## src/rtl/uart_tx_arbiter.sv

```systemverilog
// uart_tx_arbiter
// Shares one UART transmitter between N_REQ byte-stream requesters. The grant is
// handed out round-robin and held for a whole message (up to the byte marked
// req_last), so lines from different sources never interleave. A locked owner
// that offers no byte for LOCK_TIMEOUT SEND cycles loses the grant.
//
// Ports:
//   clk, rst_n     clock, asynchronous active-low reset
//   req_valid      per-requester byte valid
//   req_data       byte per requester, requester i on [8*i +: 8]
//   req_last       per-requester end-of-message marker
//   req_ready      combinational ready, only ever set for the owner in SEND
//   grant          registered one-hot owner, zero when idle
//   tx_data        byte to the UART core, held until the next transfer
//   tx_send        single-cycle send pulse to the UART core
//   tx_busy        UART core busy (rises the cycle after tx_send)
//   timeout_evt    single-cycle pulse when a stalled owner is dropped
module uart_tx_arbiter #(
    parameter int unsigned N_REQ        = 3,
    parameter int unsigned LOCK_TIMEOUT = 1024
) (
    input  logic                 clk,
    input  logic                 rst_n,
    input  logic [N_REQ-1:0]     req_valid,
    input  logic [8*N_REQ-1:0]   req_data,
    input  logic [N_REQ-1:0]     req_last,
    output logic [N_REQ-1:0]     req_ready,
    output logic [N_REQ-1:0]     grant,
    output logic [7:0]           tx_data,
    output logic                 tx_send,
    input  logic                 tx_busy,
    output logic                 timeout_evt
);

    localparam int unsigned IDX_W = $clog2(N_REQ);
    localparam int unsigned CNT_W = $clog2(LOCK_TIMEOUT);
    localparam logic [CNT_W-1:0] CNT_MAX = CNT_W'(LOCK_TIMEOUT - 1);

    typedef enum logic [1:0] {StIdle, StSend, StGuard, StWaitTx} state_e;

    state_e             state_q, state_d;
    logic [IDX_W-1:0]   owner_q, owner_d;
    logic [N_REQ-1:0]   grant_q, grant_d;
    logic [IDX_W-1:0]   rr_ptr_q, rr_ptr_d;
    logic               last_q, last_d;
    logic [CNT_W-1:0]   idle_cnt_q, idle_cnt_d;
    logic [7:0]         tx_data_q, tx_data_d;
    logic               tx_send_q, tx_send_d;
    logic               timeout_q, timeout_d;

    logic               pick_found;
    logic [IDX_W-1:0]   pick_idx;
    logic [IDX_W-1:0]   cand;
    logic [IDX_W-1:0]   next_ptr;

    // First valid requester at or after rr_ptr, with wrap. Iterating from the far
    // end lets the nearest candidate overwrite the others.
    always_comb begin
        pick_found = 1'b0;
        pick_idx   = '0;
        cand       = '0;
        for (int k = int'(N_REQ) - 1; k >= 0; k--) begin
            cand = IDX_W'((int'(rr_ptr_q) + k) % int'(N_REQ));
            if (req_valid[cand]) begin
                pick_found = 1'b1;
                pick_idx   = cand;
            end
        end
    end

    // Priority moves to the requester after the one being released.
    assign next_ptr = (owner_q == IDX_W'(N_REQ - 1)) ? '0 : owner_q + IDX_W'(1);

    always_comb begin
        state_d    = state_q;
        owner_d    = owner_q;
        grant_d    = grant_q;
        rr_ptr_d   = rr_ptr_q;
        last_d     = last_q;
        idle_cnt_d = idle_cnt_q;
        tx_data_d  = tx_data_q;
        tx_send_d  = 1'b0;
        timeout_d  = 1'b0;
        req_ready  = '0;

        case (state_q)
            StIdle: begin
                if (pick_found) begin
                    owner_d           = pick_idx;
                    grant_d           = '0;
                    grant_d[pick_idx] = 1'b1;
                    idle_cnt_d        = '0;
                    state_d           = StSend;
                end
            end
            StSend: begin
                req_ready[owner_q] = !tx_busy;
                if (req_valid[owner_q] && !tx_busy) begin
                    tx_data_d  = req_data[{owner_q, 3'b000} +: 8];
                    tx_send_d  = 1'b1;
                    last_d     = req_last[owner_q];
                    idle_cnt_d = '0;
                    state_d    = StGuard;
                end else if (!req_valid[owner_q]) begin
                    if (idle_cnt_q == CNT_MAX) begin
                        // Stalled owner: abandon the partial message.
                        timeout_d  = 1'b1;
                        grant_d    = '0;
                        rr_ptr_d   = next_ptr;
                        idle_cnt_d = '0;
                        state_d    = StIdle;
                    end else begin
                        idle_cnt_d = idle_cnt_q + CNT_W'(1);
                    end
                end
            end
            // The core only raises tx_busy the cycle after tx_send; skip that cycle.
            StGuard: begin
                state_d = StWaitTx;
            end
            StWaitTx: begin
                if (!tx_busy) begin
                    if (last_q) begin
                        grant_d  = '0;
                        rr_ptr_d = next_ptr;
                        state_d  = StIdle;
                    end else begin
                        state_d = StSend;
                    end
                end
            end
            default: begin
                state_d = StIdle;
            end
        endcase
    end

    always_ff @(posedge clk or negedge rst_n) begin
        if (!rst_n) begin
            state_q    <= StIdle;
            owner_q    <= '0;
            grant_q    <= '0;
            rr_ptr_q   <= '0;
            last_q     <= 1'b0;
            idle_cnt_q <= '0;
            tx_data_q  <= '0;
            tx_send_q  <= 1'b0;
            timeout_q  <= 1'b0;
        end else begin
            state_q    <= state_d;
            owner_q    <= owner_d;
            grant_q    <= grant_d;
            rr_ptr_q   <= rr_ptr_d;
            last_q     <= last_d;
            idle_cnt_q <= idle_cnt_d;
            tx_data_q  <= tx_data_d;
            tx_send_q  <= tx_send_d;
            timeout_q  <= timeout_d;
        end
    end

    assign grant       = grant_q;
    assign tx_data     = tx_data_q;
    assign tx_send     = tx_send_q;
    assign timeout_evt = timeout_q;

endmodule
```

## config.mk

```make
export PLATFORM = sky130hd
export DESIGN_NAME = uart_tx_arbiter
export DESIGN_NICKNAME = d
export VERILOG_FILES = /design/src/rtl/uart_tx_arbiter.sv
export SDC_FILE = /design/constraint.sdc
export NUM_CORES = 1
export LEC_CHECK = 0
export ABC_AREA = 0
export ABC_CLOCK_PERIOD_IN_PS = 2200
export BUFFER_PORTS_ARGS = -buffer_cell sky130_fd_sc_hd__buf_2
export CAP_MARGIN = 20
export CORE_MARGIN = 5
export CORE_UTILIZATION = 45
export DETAILED_ROUTE_END_ITERATION = 12
export GPL_TIMING_DRIVEN = 1
export PLACE_DENSITY = 0.68
export SLEW_MARGIN = 20
export SYNTH_ARGS = -nofsm -noshare
export SYNTH_HDL_FRONTEND = slang
export SYNTH_SLANG_ARGS = --single-unit
```

## constraint.sdc

```tcl
create_clock -name clk -period 2.2 [get_ports clk]
set_input_delay 0.22 -clock clk [delete_from_list [all_inputs] [get_ports clk]]
set_output_delay 0.22 -clock clk [all_outputs]
set_load 0.05 [all_outputs]
```

==> report_table.html <==
<table>
<tr><th>Metric</th><th>Value</th></tr>
<tr><th colspan="2">Floorplan</th></tr>
<tr><td>Overall die area</td><td>5864 sq um</td></tr>
<tr><td>Floorplan Core Area</td><td>4324 sq um</td></tr>
<tr><td>Die X-Extent</td><td>76.58 um</td></tr>
<tr><td>Number of ports placed on the die boundary</td><td>49</td></tr>
<tr><td>Effective utilization at floorplan</td><td>46.12%</td></tr>
<tr><td>Die Span Y</td><td>76.58 um</td></tr>
<tr><td>Site row count</td><td>24</td></tr>
<tr><th colspan="2">Run</th></tr>
<tr><td>Maximum capacitance violations</td><td>0</td></tr>
<tr><th colspan="2">Logic synthesis</th></tr>
<tr><td>Most frequent cell after synthesis</td><td>sky130_fd_sc_hd__dfrtp_1</td></tr>
<tr><td>Post-Synthesis Net Count</td><td>259</td></tr>
<tr><td>Number of unique standard cell types used by synthesis</td><td>49</td></tr>
<tr><td>Fraction of synthesis flops using an asynchronous set or reset pin</td><td>100.0%</td></tr>
<tr><td>Yosys warning count</td><td>0</td></tr>
<tr><td>Post-Synthesis Mean Instance Area</td><td>9.191 sq um</td></tr>
<tr><td>Largest cells by area after synthesis</td><td>sky130_fd_sc_hd__dfrtp_1 38%, sky130_fd_sc_hd__ha_1 5.6%, sky130_fd_sc_hd__mux2i_1 5.5%</td></tr>
<tr><td>Mapped cell area</td><td>1994 sq um</td></tr>
<tr><td>Largest area contributor in the netlist</td><td>sky130_fd_sc_hd__dfrtp_1</td></tr>
<tr><td>Count of mapped cells out of synthesis</td><td>217</td></tr>
<tr><td>Most numerous cell types in the synthesized netlist</td><td>30 x sky130_fd_sc_hd__dfrtp_1, 18 x sky130_fd_sc_hd__nand2_1, 17 x sky130_fd_sc_hd__nor2_1</td></tr>
<tr><td>Count of flip-flops with a built-in enable after synthesis</td><td>0</td></tr>
<tr><td>Flip-flop and latch count after synthesis</td><td>30</td></tr>
<tr><td>Synth top area share</td><td>37.64%</td></tr>
<tr><td>Leading register cell type out of synthesis</td><td>sky130_fd_sc_hd__dfrtp_1</td></tr>
<tr><td>Part of the Yosys area used for sequential elements</td><td>37.64%</td></tr>
<tr><th colspan="2">Timing</th></tr>
<tr><td>Count of final setup violators</td><td>0</td></tr>
<tr><td>Worst-margin pin slew</td><td>0.6792 ns</td></tr>
<tr><td>Final setup margin</td><td>0.09966 ns</td></tr>
<tr><td>Max-slew headroom</td><td>54.72%</td></tr>
<tr><td>Final Hold Vio Count</td><td>0</td></tr>
<tr><td>Setup Skew</td><td>0.005568 ns</td></tr>
<tr><td>Setup repair after global routing missed its margin</td><td>no</td></tr>
<tr><td>Count of pins over their slew limit</td><td>0</td></tr>
<tr><td>Final cycle utilization of the critical path</td><td>95.47%</td></tr>
<tr><td>Minimum clock period after layout</td><td>2.100 ns</td></tr>
<tr><td>Fmax</td><td>476.1 MHz</td></tr>
<tr><th colspan="2">CTS</th></tr>
<tr><td>Worst-skew pair later-pin latency</td><td>0.29 ns</td></tr>
<tr><td>TritonCTS clock tree</td><td>built</td></tr>
<tr><td>Post-CTS Setup Inserts</td><td>0</td></tr>
<tr><td>Clock buffers created by TritonCTS</td><td>5</td></tr>
<tr><td>Clock transition at path regs</td><td>0.06 ns</td></tr>
<tr><td>Maximum count of clock buffers along a single path</td><td>2</td></tr>
<tr><td>Clock Tree Root</td><td>sky130_fd_sc_hd__clkbuf_8</td></tr>
<tr><td>H-tree depth</td><td>2</td></tr>
<tr><td>Clock net sink count</td><td>30</td></tr>
<tr><th colspan="2">Routing</th></tr>
<tr><td>Number of search-and-repair iterations in the first detailed-routing pass</td><td>4</td></tr>
<tr><td>Total Routed Length</td><td>4607 um</td></tr>
<tr><td>Post-route ant nets</td><td>0</td></tr>
<tr><td>Average wire length per cell after detail routing</td><td>14.00 um</td></tr>
<tr><td>Routed via count</td><td>1759</td></tr>
<tr><td>DRC</td><td>0</td></tr>
<tr><td>Average via count per standard cell</td><td>5.347</td></tr>
<tr><td>Number of DRC violations after detailed-routing iteration 0</td><td>38</td></tr>
<tr><th colspan="2">Finish</th></tr>
<tr><td># nets final</td><td>318</td></tr>
<tr><td>Layout cells sized above 1</td><td>34.66%</td></tr>
<tr><td>Post-route cell area</td><td>2504 sq um</td></tr>
<tr><td>Area Overhead vs Synth</td><td>25.53%</td></tr>
<tr><td>Register cell area after layout</td><td>750.7 sq um</td></tr>
<tr><td>Final core utilization</td><td>57.90%</td></tr>
<tr><td>Combined area of the multi-input logic cells</td><td>1174 sq um</td></tr>
<tr><td>Layout filler cell count</td><td>418</td></tr>
<tr><td>Antenna cell count</td><td>0</td></tr>
<tr><th colspan="2">Worst setup path</th></tr>
<tr><td>Critical path type</td><td>flop to flop</td></tr>
<tr><td>Critical path capture point type</td><td>flop</td></tr>
<tr><td>Data required time of the critical path</td><td>2.39 ns</td></tr>
<tr><td>Cells along the critical path</td><td>inv_1, ha_2, o221a_1, o2111a_2, or3_1, o41ai_2</td></tr>
<tr><td>Critical path's largest stage delay</td><td>0.44 ns</td></tr>
<tr><td>Cell with the largest stage delay on the worst path</td><td>sky130_fd_sc_hd__or3_1</td></tr>
<tr><td>Largest fanout of any net on the critical path</td><td>6</td></tr>
<tr><td>CP Launch Type</td><td>flop</td></tr>
<tr><td>Buffers &amp; Inverters on Critical Path</td><td>1</td></tr>
<tr><td>Crit-path leading delay family</td><td>compound AO/OA/AOI/OAI gates</td></tr>
<tr><td>Data arrival time at the worst-slack endpoint</td><td>2.29 ns</td></tr>
<tr><th colspan="2">Min path</th></tr>
<tr><td>Worst hold-check path type</td><td>input port to flop</td></tr>
<tr><th colspan="2">Pwr</th></tr>
<tr><td>Worst IR Drop VDD</td><td>0.6899 mV</td></tr>
<tr><td>Power, Total</td><td>3.408 mW</td></tr>
<tr><td>Reported leakage power</td><td>1.207 nW</td></tr>
<tr><td>P per Cell Area</td><td>1361 nW/um^2</td></tr>
<tr><th colspan="2">GRT</th></tr>
<tr><td>Antenna violations before repair</td><td>0</td></tr>
<tr><td>GRT Overall Usage</td><td>16.74%</td></tr>
<tr><td>Wire length of the first global-routing pass</td><td>8217 um</td></tr>
<tr><td>Number of global-route vias before repair</td><td>1893</td></tr>
<tr><td>GR Overflow Total</td><td>0</td></tr>
<tr><td>Largest net degree at the start of global routing</td><td>31</td></tr>
<tr><th colspan="2">Place</th></tr>
<tr><td>Worst slack, placed</td><td>-0.006132 ns</td></tr>
<tr><td>Final weighted congestion of routability-driven global placement</td><td>0.8314</td></tr>
<tr><td>Placed cell areas</td><td>2356 sq um</td></tr>
<tr><td>Port buffer count</td><td>48</td></tr>
<tr><td>HPWL after detailed placement</td><td>3617 um</td></tr>
<tr><th colspan="2">Status</th></tr>
<tr><td>Status</td><td>finished clean</td></tr>
</table>
cells in the final DEF (no fill, tap or decap), drive strengths merged, types with 2 or more instances in the layout:
master,Yosys,layout
buf,6,62
dfrtp,30,30
nand2,18,18
nor2,17,17
o21ai,15,15
inv,13,13
a21oi,13,13
mux2i,12,12
o31ai,12,12
ha,9,9
clkbuf,5,8
nor3,8,8
mux2,6,6
nand3,5,5
nor2b,4,4
and3,4,4
or2,4,4
a211oi,4,4
nor3b,4,4
a2bb2oi,3,3
o211ai,2,2
a31oi,2,2
nor4,2,2
o2bb2ai,2,2
worst register-to-register path, delay by kind of cell, from the launching register on:
kind / cells / cell delay, ns
flops: 1 / 0.39
fa+ha+maj: 1 / 0.22
compound gates: 3 / 0.88
buf+inv: 1 / 0.08
simple gates: 1 / 0.44
final cells by class:
type                       instances  share of cell area (%)
clock buffer                       8                   4.398
inverter                          13                   1.949
timing repair buffer              63                   14.19
multi-input combinational        163                   46.88
tap                               52                   2.599
sequential                        30                   29.99
logic make-up after synthesis:
kind of cell | after synthesis | synth area share [%]
DFF | 30 | 37.64
adders and majority gates | 9 | 5.646
and+or+nand+nor | 72 | 18.51
AOI/OAI and AO/OA | 64 | 23.46
buffers and inverters | 24 | 5.144
muxes | 18 | 9.598
what timing repair did:
action / in CTS / in global routing
endpoints found under the setup margin: 3 / 16
hold buffers: 1 / 0
pin swaps: 0 / 1
endpoints found under the hold margin: 30 / 0
resized for setup: 1 / 8
metrics by stage:
stage	setup TNS (ns)	instances	hold WS, ns
final	0	329	0.2073
after global routing	0	329	0.2217
after CTS	0	329	0.2034
after detailed placement	-0.006132	320	0.3006
after global placement	0	320	0.2941
after floorplan	0	217	-0.07559
flip-flops by register name (all words and copies together) (netlist names), named ones only:
signal	cells
tx_send	1
tx_data	8
state_q	1
rr_ptr_q	2
owner_q	2
last_q	1
idle_cnt_q	10
timeout_evt	1
grant	3
final timing paths:
kind	from	to	slack [ns]	cells after the start
setup / recovery	rr_ptr_q[0]$_DFFE_PN0P_	idle_cnt_q[5]$_DFFE_PN0P_	0.1	6
hold / removal	req_last[1]	last_q$_DFFE_PN0P_	0.21	3
setup reg to reg	rr_ptr_q[0]$_DFFE_PN0P_	idle_cnt_q[5]$_DFFE_PN0P_	0.1	6
hold reg to reg	tx_data[3]$_DFFE_PN0P_	tx_data[3]$_DFFE_PN0P_	0.48	2
max in group asynchronous	rst_n	tx_data[0]$_DFFE_PN0P_	1.25	2
min in group asynchronous	rst_n	idle_cnt_q[9]$_DFFE_PN0P_	0.51	2
power by group:
part / switching [mW] / internal, mW
clock: 0.206 / 0.315
combinational: 1.24 / 0.799
sequential: 0.131 / 0.715
routing by layer:
layer  vias to the layer above  routed length, um  GRT usage, %
met5                         -                  0             0
met3                         8                277         4.492
met4                         0                 77         6.469
met1                       790               2183         20.68
met2                        47               2068         27.65
li1                        914                  -             -
No activity file was read; power rests on OpenSTA's default activity.
